[src/rtl/sdram_arbiter.sv]
// sdram_arbiter: two-port arbiter in front of a single-request SDRAM controller handshake
module sdram_arbiter #(
  parameter int ADDR_W     = 25,
  parameter bit FIXED_PRIO = 1'b0
) (
  input  logic              clk,
  input  logic              resetn,
  input  logic              p0_valid,
  input  logic [ADDR_W-1:0] p0_addr,
  input  logic [31:0]       p0_wdata,
  input  logic [3:0]        p0_wstrb,
  output logic              p0_ready,
  output logic [31:0]       p0_rdata,
  input  logic              p1_valid,
  input  logic [ADDR_W-1:0] p1_addr,
  input  logic [31:0]       p1_wdata,
  input  logic [3:0]        p1_wstrb,
  output logic              p1_ready,
  output logic [31:0]       p1_rdata,
  output logic              sd_valid,
  output logic [ADDR_W-1:0] sd_addr,
  output logic [31:0]       sd_din,
  output logic [3:0]        sd_wmask,
  input  logic              sd_ready,
  input  logic [31:0]       sd_dout
);
  typedef enum logic [1:0] {IDLE, ISSUE, RELEASE, DONE} state_t;
  state_t state, state_n;
  logic grant, last, pick, load, capture, rel, finish;
  // last == 1 after reset so port 0 wins the first tie
  assign pick = (p0_valid && p1_valid) ? (FIXED_PRIO ? 1'b0 : ~last) : p1_valid;
  always_comb begin
    state_n = state;
    load    = 1'b0;
    capture = 1'b0;
    rel     = 1'b0;
    finish  = 1'b0;
    case (state)
      IDLE:    if ((p0_valid || p1_valid) && !sd_ready) begin load = 1'b1; state_n = ISSUE; end
      ISSUE:   if (sd_ready) begin capture = 1'b1; state_n = RELEASE; end
      RELEASE: if (!sd_ready) begin rel = 1'b1; state_n = DONE; end
      DONE:    begin finish = 1'b1; state_n = IDLE; end
      default: state_n = IDLE;
    endcase
  end
  always_ff @(posedge clk) begin
    if (!resetn) begin
      state    <= IDLE;
      grant    <= 1'b0;
      last     <= 1'b1;
      sd_valid <= 1'b0;
      sd_addr  <= '0;
      sd_din   <= '0;
      sd_wmask <= '0;
      p0_ready <= 1'b0;
      p1_ready <= 1'b0;
      p0_rdata <= '0;
      p1_rdata <= '0;
    end else begin
      state    <= state_n;
      p0_ready <= rel && !grant;
      p1_ready <= rel && grant;
      if (load) begin
        grant    <= pick;
        sd_valid <= 1'b1;
        sd_addr  <= (pick ? p1_addr : p0_addr) & ~ADDR_W'(3);
        sd_din   <= pick ? p1_wdata : p0_wdata;
        sd_wmask <= pick ? p1_wstrb : p0_wstrb;
      end
      // an all-zero mask marks a read; only reads update the port's rdata
      if (capture) begin
        sd_valid <= 1'b0;
        sd_wmask <= '0;
        if (sd_wmask == 4'h0 && grant) p1_rdata <= sd_dout;
        if (sd_wmask == 4'h0 && !grant) p0_rdata <= sd_dout;
      end
      if (finish) last <= grant;
    end
  end
endmodule

[config.mk]
export PLATFORM = sky130hd
export DESIGN_NAME = sdram_arbiter
export DESIGN_NICKNAME = d
export VERILOG_FILES = /design/src/rtl/sdram_arbiter.sv
export SDC_FILE = /design/constraint.sdc
export NUM_CORES = 1
export LEC_CHECK = 0
export ABC_AREA = 1
export CORE_MARGIN = 5
export CORE_UTILIZATION = 24
export DETAILED_ROUTE_END_ITERATION = 10
export GPL_TIMING_DRIVEN = 1
export PLACE_DENSITY = 0.5
export SLEW_MARGIN = 30
export SYNTH_ARGS = -nofsm -noshare
export SYNTH_HDL_FRONTEND = slang
export SYNTH_SLANG_ARGS = --single-unit
[constraint.sdc]
create_clock -name clk -period 1.5 [get_ports clk]
set_input_delay 0.3 -clock clk [delete_from_list [all_inputs] [get_ports clk]]
set_output_delay 0.3 -clock clk [all_outputs]
set_load 0.01 [all_outputs]
# Yosys cells after proc, flatten, opt, wreduce, memory -nomap -nowiden
# Index checks and enable logic that the tools add are counted.
# W data, S select, Z words.
dict set report op_classes {
  eq_ne 6
  mux 15
  bitwise 2
  reduce_logical 15
}
# cell n
set ops {}
lappend ops {{$mux W32} 1}
lappend ops {{$mux W25} 1}
lappend ops {{$mux W1} 8}
lappend ops {{$pmux W2 S4} 1}
lappend ops {{$logic_and A1 B1 Y1} 6}
lappend ops {{$mux W2} 3}
lappend ops {{$ne A2 B2 Y1 const B} 3}
lappend ops {{$eq A2 B2 Y1 const B} 2}
lappend ops {{$logic_not A4 Y1} 1}
lappend ops {{$mux W4} 1}
lappend ops {{$reduce_and A2 Y1} 2}
lappend ops {{$reduce_and A3 Y1} 1}
lappend ops {{$eq A2 B1 Y1 const B} 1}
lappend ops {{$logic_not A1 Y1} 2}
lappend ops {{$logic_not A2 Y1} 1}
lappend ops {{$not A1 Y1} 2}
lappend ops {{$reduce_or A2 Y1} 1}
lappend ops {{$logic_or A1 B1 Y1} 1}
dict set report word_totals {
  regBits 130
  inputBits 159
  word_cells 49
}

# Depth between registers and ports, before layout
# Gate-level depths: netlist of run 1.
dict set report depth {
  ltp_word 4
  mapped_depth 8
}

# Least setup slack after synthesis of run 1
# No wires, ideal clock.
dict set report synth_path {
  path_type {register to register}
  from {reg state[1]}
  to {reg p0_rdata[15]}
  setup_time_ps 113
  arrival_ps 1248
  required_time_ps 1387
  slack_ps 139
  stages_incl_launch_ff 9
  n_path_buf 1
  path_cell_list {dfxtp_1 inv_1 ha_1 nand2_4 nor2_4 buf_6 nand3_1 nand2_1 nor2_1}
}
dict set report synth_between {
  elab_chain_cells 3
}
# item line
set synth_lines {}
lappend synth_lines {{from (decl)} 28} ;# state_t state, state_n;
lappend synth_lines {{from (signal assigned)} 60} ;# state <= state_n;
lappend synth_lines {{$eq A2 B1 Y1} 38} ;# case (state)
lappend synth_lines {{$mux W1} 38}
lappend synth_lines {{$reduce_and A2 Y1 (no source line)} -}
lappend synth_lines {{to (signal assigned)} 75} ;# if (sd_wmask == 4'h0 && !grant) p0_rdata <= sd_dout;
lappend synth_lines {{to (decl)} 13} ;# output logic [31:0] p0_rdata,
# Every way passes these cells.
# A chain may end at the register's enable or synchronous reset.

# Worst setup path after layout of run 1
dict set report layout_path {
  from {reg sd_wmask[2]}
  to {reg p1_rdata[24]}
}
dict set report layout_between {
  elab_chain_cells 3
}
# item line
set layout_lines {}
lappend layout_lines {{from (decl)} 23} ;# output logic [3:0] sd_wmask,
lappend layout_lines {{from (signal assigned)} 68} ;# sd_wmask <= pick ? p1_wstrb : p0_wstrb;
lappend layout_lines {{$logic_not A4 Y1} 74} ;# if (sd_wmask == 4'h0 && grant) p1_rdata <= sd_dout;
lappend layout_lines {{$logic_and A1 B1 Y1} 74}
lappend layout_lines {{$reduce_and A2 Y1 (no source line)} -}
lappend layout_lines {{to (signal assigned)} 74}
lappend layout_lines {{to (decl)} 19} ;# output logic [31:0] p1_rdata,
# Every way passes these cells.

==> results.py, run 1 <==
metrics = {
    "placed_design": {
        "pre_cts_ws_ps": -355,
        "gp_congestion": 0.835,
        "dp_cells": 1647,
        "port_buffers": 280,
        "dpl.hpwl_um": 16300,
    },
    "layout": {
        "area_growth_pct": 63.0,
        "fin_cells": 1694,
        "final_common_cell": "nor2_1",
        "final_cell_mix": "309 x nor2_1, 307 x nand2_1, 157 x inv_1",
        "antenna_cells": 0,
        "fin_util_pct": 39.9,
        "layout.nets": 1509,
        "layout-drive-gt1-share_pct": 7.14,
        "fill_cells": 2840,
    },
    "setup_path": {
        "critPathSlowestCell": "dfxtp_1",
        "cpMostUsedCell": "nor2_1",
        "startpoint_type": "register",
        "crit_fanout": 6,
        "required_ps": 1840,
        "endpoint_kind": "register",
        "arrival_ps": 1780,
        "critical_path_class": "register to register",
        "path_cells": "nor2_2, nand2_2, buf_6, nor3_4, buf_12, clkbuf_16, nor2_1, nor2_1",
        "max_stage_delay_ps": 320,
    },
    "timing": {
        "post-route-period-util_pct": 96.1,
        "fmax_mhz": 694,
        "rsz0062_at_grt": "true",
        "final_max_slew_viol_count": 0,
        "setup_viol": 0,
        "timing.hold.ws_ps": 234,
        "clock_skew_ps": 16.6,
        "hold_viol": 0,
        "period_minus_slack_ps": 1440,
        "fin_ws_ps": 58.9,
    },
    "grt": {
        "antenna_found_initial": 2,
        "grt_pass1_vias": 6383,
        "grt_max_degree": 56,
        "grt_pass1_wl_um": 35400,
        "grt_overflow": 0,
        "grt_usage_pct": 14.6,
    },
    "floorplanning": {
        "die_w_um": 173,
        "coreArea_mm2": 0.0262,
        "rows": 59,
        "fp.dieH_um": 173,
        "initial_core_util_pct": 24.5,
        "die_area_mm2": 0.0301,
        "io_pins": 287,
    },
    "power": {
        "seqPwrFrac_pct": 31.6,
        "comb_power_share_pct": 39.5,
        "power_switching_uw": 5100,
        "power.share.clock_pct": 28.9,
        "internal_power_uw": 9170,
        "p_sw_share_pct": 35.8,
        "leakage_uw": 0.00555,
        "irDropWorstVdd_mv": 0.581,
        "power.density_mw_per_mm2": 1370,
    },
    "detailed_routing": {
        "drt_iter0_drc": 268,
        "drc": 0,
        "firstDrtPassIters": 4,
        "met1_length_um": 10600,
        "top_layer_used": "met5",
        "dr_wl_met3_um": 2300,
        "wirelength_um": 24300,
        "route.met2.wl_um": 11100,
        "antenna_left": 0,
        "via_per_inst": 4.02,
        "wl_per_cell_um": 14.3,
        "vias": 6813,
    },
    "logic_synthesis": {
        "ys_ff_latch": 130,
        "syn_inst": 1058,
        "synth_warnings": 0,
        "netlist-cell-type-count": 22,
        "yosysSeqAreaShare_pct": 40.6,
        "synth.cell_area_mm2": 0.00641,
        "avgSynthCellArea_um2": 6.06,
    },
    "clock_network": {
        "holdBufCountCts": 0,
        "numClockSinks": 130,
        "clock_path_buffers": 2,
        "clk_pin_slew_ps": 60,
        "insertion_delay_ps": 420,
        "cts_tree": "done",
        "numCtsBuffers": 17,
        "cts_root_buf": "clkbuf_16",
        "cts_max_level": 4,
    },
    "outcome": {
        "status": "complete, no violations",
    },
    "run": {
        "maxCapViolCount": 0,
    },
    "worst_hold_path": {
        "hp-class": "input port to register",
    },
}
==> final timing paths <==
kind,end,depth (start not counted),slack (ps),startpoint
max,p1_rdata[24],8,60,sd_wmask[2]
min,sd_din[15],3,230,resetn
max reg2reg,p1_rdata[24],8,60,sd_wmask[2]
min reg2reg,sd_valid,1,470,sd_valid
==> power groups by stage <==
stage / Combinational [µW] / Clock (µW) / Sequential (µW)
final: 5640 / 4120 / 4510
after global routing: 6340 / 4400 / 4600
after CTS: 5090 / 4270 / 4510
after detailed placement: 5500 / 0 / 4600
after global placement: 5510 / 0 / 4570
after floorplan: 2580 / 0 / 4850
==> Yosys cell counts, drive strengths merged <==
| library cell | count | share of area, % |
|---|---|---|
| buf | 51 | 5.3 |
| nor2 | 316 | 19 |
| nor3 | 2 | 0.51 |
| o21ai | 3 | 0.23 |
| inv | 160 | 9.4 |
| o21a | 1 | 0.12 |
| o211ai | 2 | 0.23 |
| conb | 1 | 0.058 |
| dfxtp | 130 | 41 |
| nand3 | 66 | 5.2 |
| nand2 | 311 | 18 |
| ha | 4 | 0.78 |
| a21oi | 3 | 0.23 |
| clkbuf | 8 | 0.47 |
==> sequential cells by signal, summed over array words and instances (netlist names) <==
name	flops
p0_rdata	32
p0_ready	1
p1_rdata	32
sd_addr	23
last	1
grant	1
p1_ready	1
sd_wmask	4
sd_valid	1
sd_din	32
state	2
==> cells by family after synthesis <==
family | count (synthesis) | synth area share [%]
flops | 130 | 40.6
simple gates | 695 | 42.6
fa+ha+maj | 4 | 0.781
compound gates | 9 | 0.819
other cells | 1 | 0.0585
buf+inv | 219 | 15.1
==> worst max-delay path: cells and delay by family (launching register included) <==
| kind | cells | cell delay, ps |
|---|---|---|
| buffers and inverters | 3 | 450 |
| DFF | 1 | 320 |
| and+or+nand+nor | 5 | 580 |
==> through the flow <==
step                cell area, µm²  TNS (ps)  total power [µW]
floorplan                     6420         0              7420
global placement              9660    -32000             10100
detailed placement            9660    -33820             10100
CTS                          10100         0             13900
global route                 10500     -55.6             15300
finish                       10500         0             14300
==> repair_timing <==
item                       in CTS  in global routing
gates resized for setup       126                 21
setup endpoints to repair     126                122
pin swaps                       0                  7
buffers inserted                0                  3
gates cloned                    0                 12
==> final cells by class <==
type | count | area, µm² | area share (%)
clock buffer | 20 | 437 | 4.18
tap | 335 | 419 | 4.01
sequential | 130 | 2610 | 24.9
inverter | 160 | 601 | 5.75
clock inverter | 12 | 134 | 1.28
timing repair buffer | 327 | 3360 | 32.2
multi-input combinational | 710 | 2890 | 27.7
==> layer usage <==
metal  vias to the layer above  global-route usage, %
met5                         -                      0
met4                         2                   3.66
met3                        18                   6.76
met2                       215                   23.0
met1                      2939                   18.1
li1                       3639                      -
Power figures use the tool's default switching activity.
==> inputs of run 2 (changes only) <==
--- a/config.mk
+++ b/config.mk
@@ -8,6 +8,7 @@
 export ABC_AREA = 1
 export CORE_MARGIN = 5
 export CORE_UTILIZATION = 24
+export CTS_CLUSTER_SIZE = 40
 export DETAILED_ROUTE_END_ITERATION = 10
 export GPL_TIMING_DRIVEN = 1
 export PLACE_DENSITY = 0.5
==> results of run 2 <==
Same layout as run 1: the final DEF is identical, and so are final timing and power.
==> inputs of run 3 (changes only) <==
--- a/config.mk
+++ b/config.mk
@@ -12,6 +12,7 @@
 export DETAILED_ROUTE_END_ITERATION = 10
 export GPL_TIMING_DRIVEN = 1
 export PLACE_DENSITY = 0.5
+export SKIP_CTS_REPAIR_TIMING = 1
 export SLEW_MARGIN = 30
 export SYNTH_ARGS = -nofsm -noshare
 export SYNTH_HDL_FRONTEND = slang
==> results.py, run 3 (same netlist as run 1, synthesis figures left out) <==
metrics = {
    "power": {
        "power.share.clock_pct": 27.7,
        "power_switching_uw": 5210,
        "power.density_mw_per_mm2": 1340,
        "comb_power_share_pct": 41.8,
        "seqPwrFrac_pct": 30.5,
        "leakage_uw": 0.00723,
        "internal_power_uw": 9650,
        "irDropWorstVdd_mv": 0.538,
        "p_sw_share_pct": 35.0,
    },
    "grt": {
        "grt_pass1_vias": 6379,
        "grt_max_degree": 56,
        "grt_usage_pct": 14.6,
        "grt_pass1_wl_um": 35400,
        "antenna_found_initial": 2,
        "grt_overflow": 0,
    },
    "layout": {
        "final_common_cell": "nor2_1",
        "layout.nets": 1515,
        "final_cell_mix": "309 x nor2_1, 306 x nand2_1, 155 x inv_1",
        "multiInputGateArea_mm2": 0.00291,
        "fill_cells": 2748,
        "final-seq-area_mm2": 0.00261,
        "reg_top3": "p0_rdata (32), p1_rdata (32), sd_din (32)",
        "layout-drive-gt1-share_pct": 7.84,
        "area_growth_pct": 72.4,
        "antenna_cells": 0,
        "final_cell_area_mm2": 0.0111,
        "fin_cells": 1700,
    },
    "floorplanning": {
        "die_area_mm2": 0.0301,
        "coreArea_mm2": 0.0262,
        "io_pins": 287,
        "rows": 59,
        "die_w_um": 173,
        "fp.dieH_um": 173,
        "initial_core_util_pct": 24.5,
    },
    "setup_path": {
        "endpoint_kind": "register",
        "arrival_ps": 1750,
        "crit_fanout": 12,
        "critical_path_class": "register to register",
        "required_ps": 1800,
        "startpoint_type": "register",
    },
    "clock_network": {
        "numCtsBuffers": 17,
        "clk_pin_slew_ps": 60,
        "cts_tree": "done",
        "cts_max_level": 4,
        "cts_root_buf": "clkbuf_16",
        "clock_path_buffers": 2,
        "insertion_delay_ps": 420,
        "numClockSinks": 130,
    },
    "outcome": {
        "status": "complete, no violations",
    },
    "detailed_routing": {
        "wirelength_um": 25000,
        "via_per_inst": 4.01,
        "firstDrtPassIters": 4,
        "vias": 6817,
        "drc": 0,
        "antenna_left": 0,
        "drt_iter0_drc": 261,
        "wl_per_cell_um": 14.7,
    },
    "placed_design": {
        "dpl.hpwl_um": 16300,
        "dp_cells": 1647,
        "placed_area_mm2": 0.00966,
        "gp_congestion": 0.835,
        "port_buffers": 280,
    },
    "run": {
        "maxCapViolCount": 0,
    },
    "timing": {
        "post-route-period-util_pct": 96.4,
        "clock_skew_ps": 19.3,
        "period_minus_slack_ps": 1450,
        "hold_viol": 0,
        "fmax_mhz": 691,
        "setup_viol": 0,
        "final_max_slew_viol_count": 0,
    },
    "worst_hold_path": {
        "hp-class": "input port to register",
    },
}
-- run 3: changes by cell type in the layout (fill, tap and decap cells not counted), sizes merged --
cell	before	now
dlygate4sd2	126	0
clkbuf	28	31
clkdlybuf4s50	153	152
dlymetal6s2s	0	127
buf	40	43
-- run 3: path summary, 6_finish.rpt --
path	end	slack, ps	cells after the start	startpoint
max	p1_rdata[2]	50	9	state[1]
min	sd_din[16]	230	3	resetn
max reg2reg	p1_rdata[2]	50	9	state[1]
min reg2reg	p0_rdata[6]	470	2	p0_rdata[6]
-- run 3: power groups by stage --
stage               combinational, µW  sequential [µW]  clock (µW)
detailed placement               5500             4600           0
floorplan                        2580             4850           0
finish                           6210             4530        4120
global placement                 5510             4570           0
CTS                              5520             4530        4270
global route                     6930             4630        4400
-- run 3: worst max-delay path, stage by stage (launching register included) --
cell and delay, ps:
dfxtp_2 330, inv_4 70, ha_4 150, nand2_4 80, nor2_4 170, buf_12 150, buf_6 170, nand3_1 80
nand2_1 70, nor2_1 40
-- run 3: layout make-up --
type | count | area share (%)
multi-input combinational | 710 | 26.3
sequential | 130 | 23.6
clock inverter | 12 | 1.21
inverter | 160 | 5.50
tap | 335 | 3.79
clock buffer | 20 | 3.95
timing repair buffer | 333 | 35.7
-- run 3: metal layers --
| layer | wire, µm | GRT usage [%] |
|---|---|---|
| met1 | 10800 | 18.0 |
| met2 | 11700 | 23.0 |
| met3 | 2300 | 6.91 |
| met4 | 219 | 3.66 |
| met5 | 7 | 0 |
-- run 3: stage by stage --
stage | worst slack [ps] | utilization (%) | hold slack, ps | TNS (ps) | power [µW]
floorplan | 139 | - | 451 | 0 | 7420
global placement | -350 | 36.9 | 449 | -32000 | 10100
detailed placement | -355 | 36.9 | 461 | -33820 | 10100
CTS | -215 | 39.0 | 217 | -16520 | 14300
global route | -20.8 | 42.2 | 222 | -175 | 16000
finish | 53.5 | 42.2 | 235 | 0 | 14900
